`src/rtl/glyph_row_fetch_pkg.sv`:
```
// Shared constants and fetch-state encoding for the character-ROM glyph row path.
package glyph_row_fetch_pkg;

  localparam int CHAR_W = 16;
  localparam int CHAR_H = 16;
  localparam int CODE_W = 7;
  localparam int ROW_W  = 4;
  localparam int ADDR_W = CODE_W + ROW_W;

  typedef enum logic [1:0] {
    IDLE = 2'd0,
    ADDR = 2'd1,
    WAIT = 2'd2,
    HOLD = 2'd3
  } fetch_state_t;

endpackage

```
`src/rtl/glyph_row_fetch_if.sv`:
```
// Character-ROM read bus: strobe and address out to the ROM, row data back.
interface glyph_row_fetch_if;
  import glyph_row_fetch_pkg::*;

  logic              rom_en;
  logic [ADDR_W-1:0] rom_addr;
  logic [CHAR_W-1:0] rom_data;

  modport master (output rom_en, output rom_addr, input rom_data);
  modport slave  (input rom_en, input rom_addr, output rom_data);

endinterface

```
`src/rtl/glyph_row_fetch.sv`:
```
// Fetches one glyph row per scan line from the character ROM ahead of the glyph
// and holds it steady across the glyph's horizontal span.
module glyph_row_fetch
  import glyph_row_fetch_pkg::*;
#(
  parameter int ROM_LATENCY = 1,
  parameter int PREFETCH    = 4
) (
  input  logic              clk,
  input  logic              reset,
  input  logic [9:0]        h_val,
  input  logic [9:0]        v_val,
  input  logic [9:0]        x_pos,
  input  logic [9:0]        y_pos,
  input  logic [CODE_W-1:0] char_code,
  glyph_row_fetch_if.master rom,
  output logic [CHAR_W-1:0] row_out,
  output logic              row_valid
);

  localparam int CNT_W = (ROM_LATENCY > 1) ? $clog2(ROM_LATENCY) : 1;

  fetch_state_t      r_state;
  fetch_state_t      w_state_next;
  logic [CNT_W-1:0]  r_cnt;
  logic [ADDR_W-1:0] r_rom_addr;
  logic [CHAR_W-1:0] r_row;
  logic              r_valid;
  logic [10:0]       r_x_end;

  logic [10:0]       w_y_end;
  logic              w_in_win;
  logic [ROW_W-1:0]  w_row_idx;
  logic              w_trig_cond;
  logic              w_cnt_zero;
  logic              w_hold_exit;
  logic              w_rom_en;
  logic              w_load;
  logic              w_capture;
  logic              w_clear;

  // Window compare is done in 11 bits so y_pos near the top of the range cannot wrap.
  assign w_y_end     = {1'b0, y_pos} + 11'(CHAR_H);
  assign w_in_win    = ({1'b0, v_val} >= {1'b0, y_pos}) && ({1'b0, v_val} < w_y_end);
  assign w_row_idx   = ROW_W'(v_val - y_pos);
  assign w_trig_cond = w_in_win && (x_pos >= 10'(PREFETCH)) && (h_val == x_pos - 10'(PREFETCH));
  assign w_cnt_zero  = (r_cnt == '0);
  assign w_hold_exit = ({1'b0, h_val} == r_x_end) || (h_val == 10'd0);

  always_ff @(posedge clk) begin
    if (reset) begin
      r_state <= IDLE;
    end else begin
      r_state <= w_state_next;
    end
  end

  always_comb begin
    w_state_next = r_state;
    case (r_state)
      IDLE: if (w_trig_cond) w_state_next = ADDR;
      ADDR: w_state_next = WAIT;
      WAIT: if (w_cnt_zero) w_state_next = HOLD;
      HOLD: if (w_hold_exit) w_state_next = IDLE;
      default: w_state_next = IDLE;
    endcase
  end

  always_comb begin
    w_rom_en  = (r_state == ADDR);
    w_load    = (r_state == IDLE) && w_trig_cond;
    w_capture = (r_state == WAIT) && w_cnt_zero;
    w_clear   = (r_state == HOLD) && w_hold_exit;
  end

  // The span end is latched at trigger so a moving x_pos cannot cut the current row short.
  always_ff @(posedge clk) begin
    if (reset) begin
      r_rom_addr <= '0;
      r_x_end    <= '0;
      r_cnt      <= '0;
      r_row      <= '0;
      r_valid    <= 1'b0;
    end else begin
      if (w_load) begin
        r_rom_addr <= {char_code, w_row_idx};
        r_x_end    <= {1'b0, x_pos} + 11'(CHAR_W);
      end
      if (r_state == ADDR) begin
        r_cnt <= CNT_W'(ROM_LATENCY - 1);
      end else if ((r_state == WAIT) && !w_cnt_zero) begin
        r_cnt <= r_cnt - 1'b1;
      end
      if (w_capture) begin
        r_row   <= rom.rom_data;
        r_valid <= 1'b1;
      end else if (w_clear) begin
        r_row   <= '0;
        r_valid <= 1'b0;
      end
    end
  end

  assign rom.rom_en   = w_rom_en;
  assign rom.rom_addr = r_rom_addr;
  assign row_out      = r_row;
  assign row_valid    = r_valid;

endmodule

```
`src/flat_wrapper.sv`:
```
// flat-port wrapper written by rule: the top's interface ports become plain ports
module glyph_row_fetch_flat import glyph_row_fetch_pkg::*;
#(
  parameter int ROM_LATENCY = 1,
  parameter int PREFETCH    = 4
)
  (clk, reset, h_val, v_val, x_pos, y_pos, char_code, row_out, row_valid, rom_rom_en, rom_rom_addr, rom_rom_data);
  glyph_row_fetch_if rom_i ();
  input  logic clk;
  input  logic reset;
  input  logic [9:0] h_val;
  input  logic [9:0] v_val;
  input  logic [9:0] x_pos;
  input  logic [9:0] y_pos;
  input  logic [CODE_W-1:0] char_code;
  output logic [CHAR_W-1:0] row_out;
  output logic row_valid;
  output wire logic [$bits(rom_i.rom_en)-1:0] rom_rom_en;
  output wire logic [$bits(rom_i.rom_addr)-1:0] rom_rom_addr;
  input wire logic [$bits(rom_i.rom_data)-1:0] rom_rom_data;
  assign rom_rom_en = rom_i.rom_en;
  assign rom_rom_addr = rom_i.rom_addr;
  assign rom_i.rom_data = rom_rom_data;
  glyph_row_fetch #(.ROM_LATENCY(ROM_LATENCY), .PREFETCH(PREFETCH)) u_core (.clk(clk), .reset(reset), .h_val(h_val), .v_val(v_val), .x_pos(x_pos), .y_pos(y_pos), .char_code(char_code), .rom(rom_i), .row_out(row_out), .row_valid(row_valid));
endmodule
```
`config.mk`:
```
export PLATFORM = sky130hd
export DESIGN_NAME = glyph_row_fetch_flat
export DESIGN_NICKNAME = d
export VERILOG_FILES = /design/src/rtl/glyph_row_fetch_pkg.sv /design/src/rtl/glyph_row_fetch_if.sv /design/src/rtl/glyph_row_fetch.sv /design/src/flat_wrapper.sv
export SDC_FILE = /design/constraint.sdc
export NUM_CORES = 1
export LEC_CHECK = 0
export CAP_MARGIN = 20
export CORE_MARGIN = 2
export CORE_UTILIZATION = 47
export CTS_BUF_LIST = sky130_fd_sc_hd__clkbuf_8
export DETAILED_ROUTE_END_ITERATION = 12
export DONT_BUFFER_PORTS = 1
export GPL_TIMING_DRIVEN = 0
export HOLD_SLACK_MARGIN = 0.15
export PLACE_DENSITY = 0.72
export SKIP_CTS_REPAIR_TIMING = 1
export SLEW_MARGIN = 15
export SYNTH_ARGS = -nofsm -noshare
export SYNTH_HDL_FRONTEND = slang
export SYNTH_SLANG_ARGS = --single-unit
```
`constraint.sdc`:
```
create_clock -name clk -period 4.1 [get_ports clk]
set_clock_uncertainty 0.05 [all_clocks]
set_input_delay 0.82 -clock clk [delete_from_list [all_inputs] [get_ports clk]]
set_output_delay 0.82 -clock clk [all_outputs]
set_load 0.01 [all_outputs]
```
## After elaboration in Yosys (flattened, before gate mapping)

Cells that the tools add are included.
W data, S select, Z words.

- Bits in registers: 42
- ROM bits: 0
- Output and inout port bits: 29
- Input port bits: 65
- Logic and storage cells: 44
- Latch bits: 0
- Memories kept: 0
- Bits in writable memories: 0

- Muxes and demuxes: 8
- Reductions and logical operators: 13
- $lt $le $gt $ge: 3
- Equal/unequal tests: 8
- Add/sub/neg operators: 5
- Bitwise gates (word level): 1
- Shift-type cells: 0
- Multipliers: 0
- Divide/modulo/power cells: 0

Operator list:

| cell | number |
|---|---|
| $mux W16 | 2 |
| $add A10 B5 Y11 const B | 2 |
| $eq A10 B11 Y1 | 1 |
| $lt A10 B11 Y1 | 1 |
| $eq A10 B10 Y1 | 1 |
| $ge A10 B10 Y1 | 1 |
| $ge A10 B3 Y1 const B | 1 |
| $logic_not A10 Y1 | 1 |
| $sub A10 B3 Y10 const B | 1 |
| $pmux W2 S4 | 1 |
| $logic_and A1 B1 Y1 | 7 |
| $mux W2 | 3 |
| $eq A2 B2 Y1 const B | 2 |
| $ne A2 B1 Y1 const B | 2 |
| $sub A4 B4 Y4 | 1 |
| $reduce_and A3 Y1 | 1 |
| $eq A2 B1 Y1 const B | 1 |
| $logic_not A2 Y1 | 1 |
| $mux W1 | 2 |
| $ne A2 B2 Y1 const B | 1 |
| $reduce_bool A2 Y1 | 1 |
| $reduce_or A2 Y1 | 1 |
| $logic_or A1 B1 Y1 | 1 |
| $not A1 Y1 | 1 |
| $sub A1 B1 Y1 const B | 1 |

## Logic depth before layout (Yosys ltp)

- Depth in word-level cells: 7
- Gate-level depth with buffers: 11
- Mapped depth without buffers: 10

## Worst setup path before layout

OpenSTA, ideal clock, no wires.

- Path type: input to register
- Start point: input port y_pos[4]
- End point: register u_core.r_x_end[10]
- Path buffers: 1
- Stages: 10
- Setup time: 0.123 ns
- Setup slack: 0.954 ns
- Arrival: 2.973 ns
- Data required time: 3.927 ns
- Cells stage by stage: ha_1 > nand3_1 > xnor2_1 > ha_1 > a21oi_1 > o22ai_1 > or4_4 > nor3_4 > buf_6 > mux2_1

- Cells in the longest elaborated chain, start to end: 6
- Elaborated cells between the ends (all ways): 7
- Those cells by class: 1 x add/sub; 2 x order compare; 4 x reduce/logical

RTL lines:

| item | RTL line | RTL |
|---|---|---|
| from (decl) | flat_wrapper.sv:14 | `input logic [9:0] y_pos;` |
| $add A10 B5 Y11 | glyph_row_fetch.sv:43 | `assign w_y_end = {1'b0, y_pos} + 11'(CHAR_H);` |
| $lt A10 B11 Y1 | glyph_row_fetch.sv:44 | `assign w_in_win = ({1'b0, v_val} >= {1'b0, y_pos}) && ({1'b0, v_val} < w_y_end);` |
| $logic_and A1 B1 Y1 (*) | glyph_row_fetch.sv:44 |  |
| $logic_and A1 B1 Y1 (*) (2 in a row) | glyph_row_fetch.sv:46 | `assign w_trig_cond = w_in_win && (x_pos >= 10'(PREFETCH)) && (h_val == x_pos - 10'(PREFETCH));` |
| $logic_and A1 B1 Y1 (*) | glyph_row_fetch.sv:71 | `w_load = (r_state == IDLE) && w_trig_cond;` |
| to (signal assigned) | glyph_row_fetch.sv:87 | `r_x_end <= {1'b0, x_pos} + 11'(CHAR_W);` |
| to (decl) | glyph_row_fetch.sv:29 | `logic [10:0] r_x_end;` |

Every way passes the cells marked *; elsewhere a longest branch is shown, timed or not.
A chain may end at the register's enable or synchronous reset.

## Final worst setup path

- Start point: input port y_pos[4]
- End point: register u_core.r_x_end[8]

The elaborated chain is that of the path after synthesis.

==> summary by stage <==
Placed design
Counting tap cells, the placed design contains a total of 397 instances. The routability congestion estimate is 0.8289. Buffers placed on the I/O ports in this run total 0.

The post-detailed-placement cell area is 2915 um2. At the placement stage, the worst setup path has a slack of 0.6540 ns. After legalization and detailed placement, the total HPWL measured 4926 um.

Routing
For this run, design rule violations remaining after detail routing come to 0. The average wire per standard cell is 15.48 um. Dividing the detail-routed via count by the number of cells gives 5.516. The first detailed-routing pass took 4 iterations. The detailed router's first-iteration violation count is 86. The detail route stage leaves a number of antenna-violating nets equal to 0. The routed via count is 2234. The detailed-route wire length is 6271 um.

Yosys
Of the post-synthesis cell area, the dominant cell type holds 0.2980. By area the synthesized netlist is led by sky130_fd_sc_hd__dfxtp_1, sky130_fd_sc_hd__ha_1, sky130_fd_sc_hd__nand2b_1. The parity-gate share of the synthesized area counting xor and xnor cells is 0.09933.

In this run, synthesis inferred 0 flip-flops with an integrated enable. The proportion of synthesized chip area in sequential cells is 0.2980. The fraction of the mapped netlist area in simple logic gates is 0.2160. The main combinational cell family by area after synthesis is simple AND/OR/NAND/NOR gates. Counting flops with an async set or reset pin after synthesis yields a share of 0.

The net count after synthesis is 413. The adder and majority gate portion of the synthesized area is 0.1180. Measured against the total synthesized area, the mux share comes to 0.08559. The number of distinct library cells after synthesis is 48. In the synthesized netlist the dominant register cell turns out to be sky130_fd_sc_hd__dfxtp_1.

The count of state elements after synthesis is 42. Counting every instance in the synthesized netlist gives 322. The synthesized design spends more area on one cell type than any other, namely sky130_fd_sc_hd__dfxtp_1. For this run, the number of Yosys warnings is 0. Averaged over all synthesized cells, the footprint is 8.762 um2.

In this run the cell area of the synthesized design comes to 2821 um2. The compound-cell area share of the yosys netlist is 0.1264.

Critical path
In this run the critical register-to-register path is launched from u_core.r_state[0]$_SDFFE_PP0P_. The beginning of the critical path is y_pos[4]. The worst reg-to-reg path cell count is 9.

The type of the worst setup path is in2reg. At the worst endpoint, the arrival time is 3.26 ns. STA classifies the critical path startpoint as an input port. STA puts the critical path data required time at 4.23 ns. The setup slack of the most critical reg-to-reg path is 1.77 ns. In this run the critical register-to-register path is captured at u_core.row_out[11]$_SDFFE_PP0P_. The largest fanout on the critical path is 10. STA classifies the critical path endpoint as a flip-flop.

Status
The run finished with clean final reports.

GRT
The initial antenna violation count is 0. The global-route congestion overflow total is 0. The pin count of the biggest net entering global routing is 14. In the global route stage, overall resource usage came out at 0.1881. The first global-routing pass estimated 9694 um of wire. The via count of the first global-routing pass is 2098.

Cells and area
The most common cell after layout, fill and taps aside is sky130_fd_sc_hd__dfxtp_1. After the last flow step, the layout net total stands at 420. Fill cells in the final layout number 557. The number of antenna repair diodes is 0. Leaving out filler cells and counting taps, the final layout contains 405. In the final layout, the share of cells above drive strength 1 is 0.05455. In the layout the commonest cells are sky130_fd_sc_hd__dfxtp_1, sky130_fd_sc_hd__nor2_1, sky130_fd_sc_hd__nand2b_1.

In the final layout, the multi-input gates occupy 1821 um2. The final instance area is 3002 um2. The sequential cell area is 840.8 um2. Relative to the synthesized area, the layout overhead comes to 6.386%.

Timing
In the final timing run, aggregate negative setup slack is 0 ns. After layout, the worst setup slack is 0.9729 ns. The post-layout minimum cycle time is 3.127 ns. The worst max-slew margin expressed relative to the limit is 0.5888. Setup repair after global routing left no endpoint under its margin. The final max-slew violation count is 0. The final-report hold violation count is 0. In the finished design, the share of the clock period the worst path needs comes to 0.7627. Static timing analysis puts the maximum clock frequency at 319.8 MHz. The final-report setup violation count is 0.

At the pin with the least slew margin, the transition time is 0.6120 ns.

Pwr
The combinational share of power is 0.192. VDD sags by at most 0.1639 mV. The sequential share of power is 0.498. The analysis attributes to net switching a power of 0.2471 mW. Internal power comes to 0.6059 mW. Of the total power, the share spent switching nets is 0.2897. The power per unit of standard cell area is 284.2 nW/um2. The analysis attributes to cell leakage a power of 1.193 nW. The share of total power dissipated in the clock network is 0.310.

The design draws 0.8529 mW.

CTS
The number of levels the H-tree was split into is 2. The clock-pin transition on the worst setup and hold timing paths is 0.08 ns. The later pin in the worst-skew pair is clocked with a latency of 0.30 ns.

In this run the clock root is driven by a sky130_fd_sc_hd__clkbuf_8. The number of CTS-inserted buffers is 5. The clock tree from TritonCTS is built. The clock passes through at most 2 buffers.

For this design, the sink count on the clock tree is 42.

Floorplanning
The die height is 81.48 um. The area of the placeable core is 5851 um2. The die covers 6639 um2. The number of I/O pins is 94. The die width is 81.48 um. The floorplan has 28 rows. The initial utilization of the core area, before any placement, comes to 0.4822.

Worst hold path
The min-delay analysis places its worst path in the category reg2reg. The path with the worst hold slack has its endpoint at u_core.r_x_end[0]$_SDFFE_PP0P_. The worst hold path passes through 2 cells.

The worst min-delay path startpoint is u_core.r_x_end[0]$_SDFFE_PP0P_.

Job
The tool flagged a number of max-cap violations equal to 0.
layout make-up:
type / instances / share of cell area
multi-input cells: 242 / 0.6065
flip-flops and latches: 42 / 0.2801
well taps: 75 / 0.03126
plain buffers: 17 / 0.02709
inverters: 21 / 0.02626
clock buffers: 5 / 0.02293
clock inverters: 3 / 0.005836
how the worst max path moves through the flow:
| stage | to | slack, ns | cells past startpoint |
|---|---|---|---|
| 3_5_place_dp | u_core.r_x_end[8]$_SDFFE_PP0P_ | 0.65 | 10 |
| 2_1_floorplan | u_core.r_x_end[10]$_SDFFE_PP0P_ | 0.95 | 10 |
| 5_1_grt | u_core.r_x_end[8]$_SDFFE_PP0P_ | 0.87 | 10 |
| 3_3_place_gp | u_core.rom.rom_addr[2]$_SDFFE_PP0P_ | 0.69 | 10 |
| 4_1_cts | u_core.r_x_end[8]$_SDFFE_PP0P_ | 0.96 | 10 |
| 6_report | u_core.r_x_end[8]$_SDFFE_PP0P_ | 0.97 | 10 |
flip-flops by register name (all words and copies together), names as in the netlist:
| name | cells |
|---|---|
| u_core.r_state | 2 |
| u_core.r_x_end | 11 |
| u_core.rom.rom_addr | 11 |
| u_core.r_cnt | 1 |
| u_core.row_valid | 1 |
| u_core.row_out | 16 |
synth_stat cells (all sizes together) (3+ instances only):
master  count
xnor2      14
a211o       3
inv        21
nor4        5
nor2b      14
ha         25
nor3        8
nand3       5
nor2       31
nand2       8
mux2        9
buf         5
xor2       18
or4         3
o21ai       7
clkbuf     12
a21oi       6
a211oi      3
dfxtp      42
nand2b     27
mux2i      14
a22oi      17
stage by stage:
stage / hold slack, ns / utilization
floorplan: 0.4104 / -
global placement: 0.4208 / 0.4983
global route: 0.4621 / 0.5130
CTS: 0.4473 / 0.5130
detailed placement: 0.4339 / 0.4983
finish: 0.4475 / 0.5130
metal layers:
metal | up-vias | part of all wire | GRT usage
met1 | 1062 | 0.45 | 0.2338
met3 | 6 | 0.044 | 0.03516
met2 | 42 | 0.50 | 0.3328
met4 | 0 | 0.0086 | 0.04915
met5 | - | 0 | 0
li1 | 1124 | - | -
cells by family after synthesis:
kind of cell,count (synthesis)
AOI/OAI and AO/OA,50
xor gates and xnor gates,32
adders and majority gates,26
buffers and inverters,38
DFF,42
muxes,23
and+or+nand+nor,111
power groups by stage:
stage / logic [mW] / registers, mW / clock network [mW]
finish: 0.164 / 0.425 / 0.265
global route: 0.186 / 0.426 / 0.286
CTS: 0.165 / 0.425 / 0.273
detailed placement: 0.163 / 0.434 / 0
global placement: 0.158 / 0.434 / 0
floorplan: 0.133 / 0.432 / 0
critical path, stage by stage:
cell and delay [ns]:
sky130_fd_sc_hd__ha_1 0.20, sky130_fd_sc_hd__nand3_1 0.11, sky130_fd_sc_hd__xnor2_1 0.14, sky130_fd_sc_hd__ha_1 0.30, sky130_fd_sc_hd__a21oi_1 0.18, sky130_fd_sc_hd__o22ai_1 0.10, sky130_fd_sc_hd__or4_4 0.58, sky130_fd_sc_hd__nor3_4 0.28
sky130_fd_sc_hd__buf_6 0.21, sky130_fd_sc_hd__mux2_1 0.34
(Power assumes the default switching activity.)
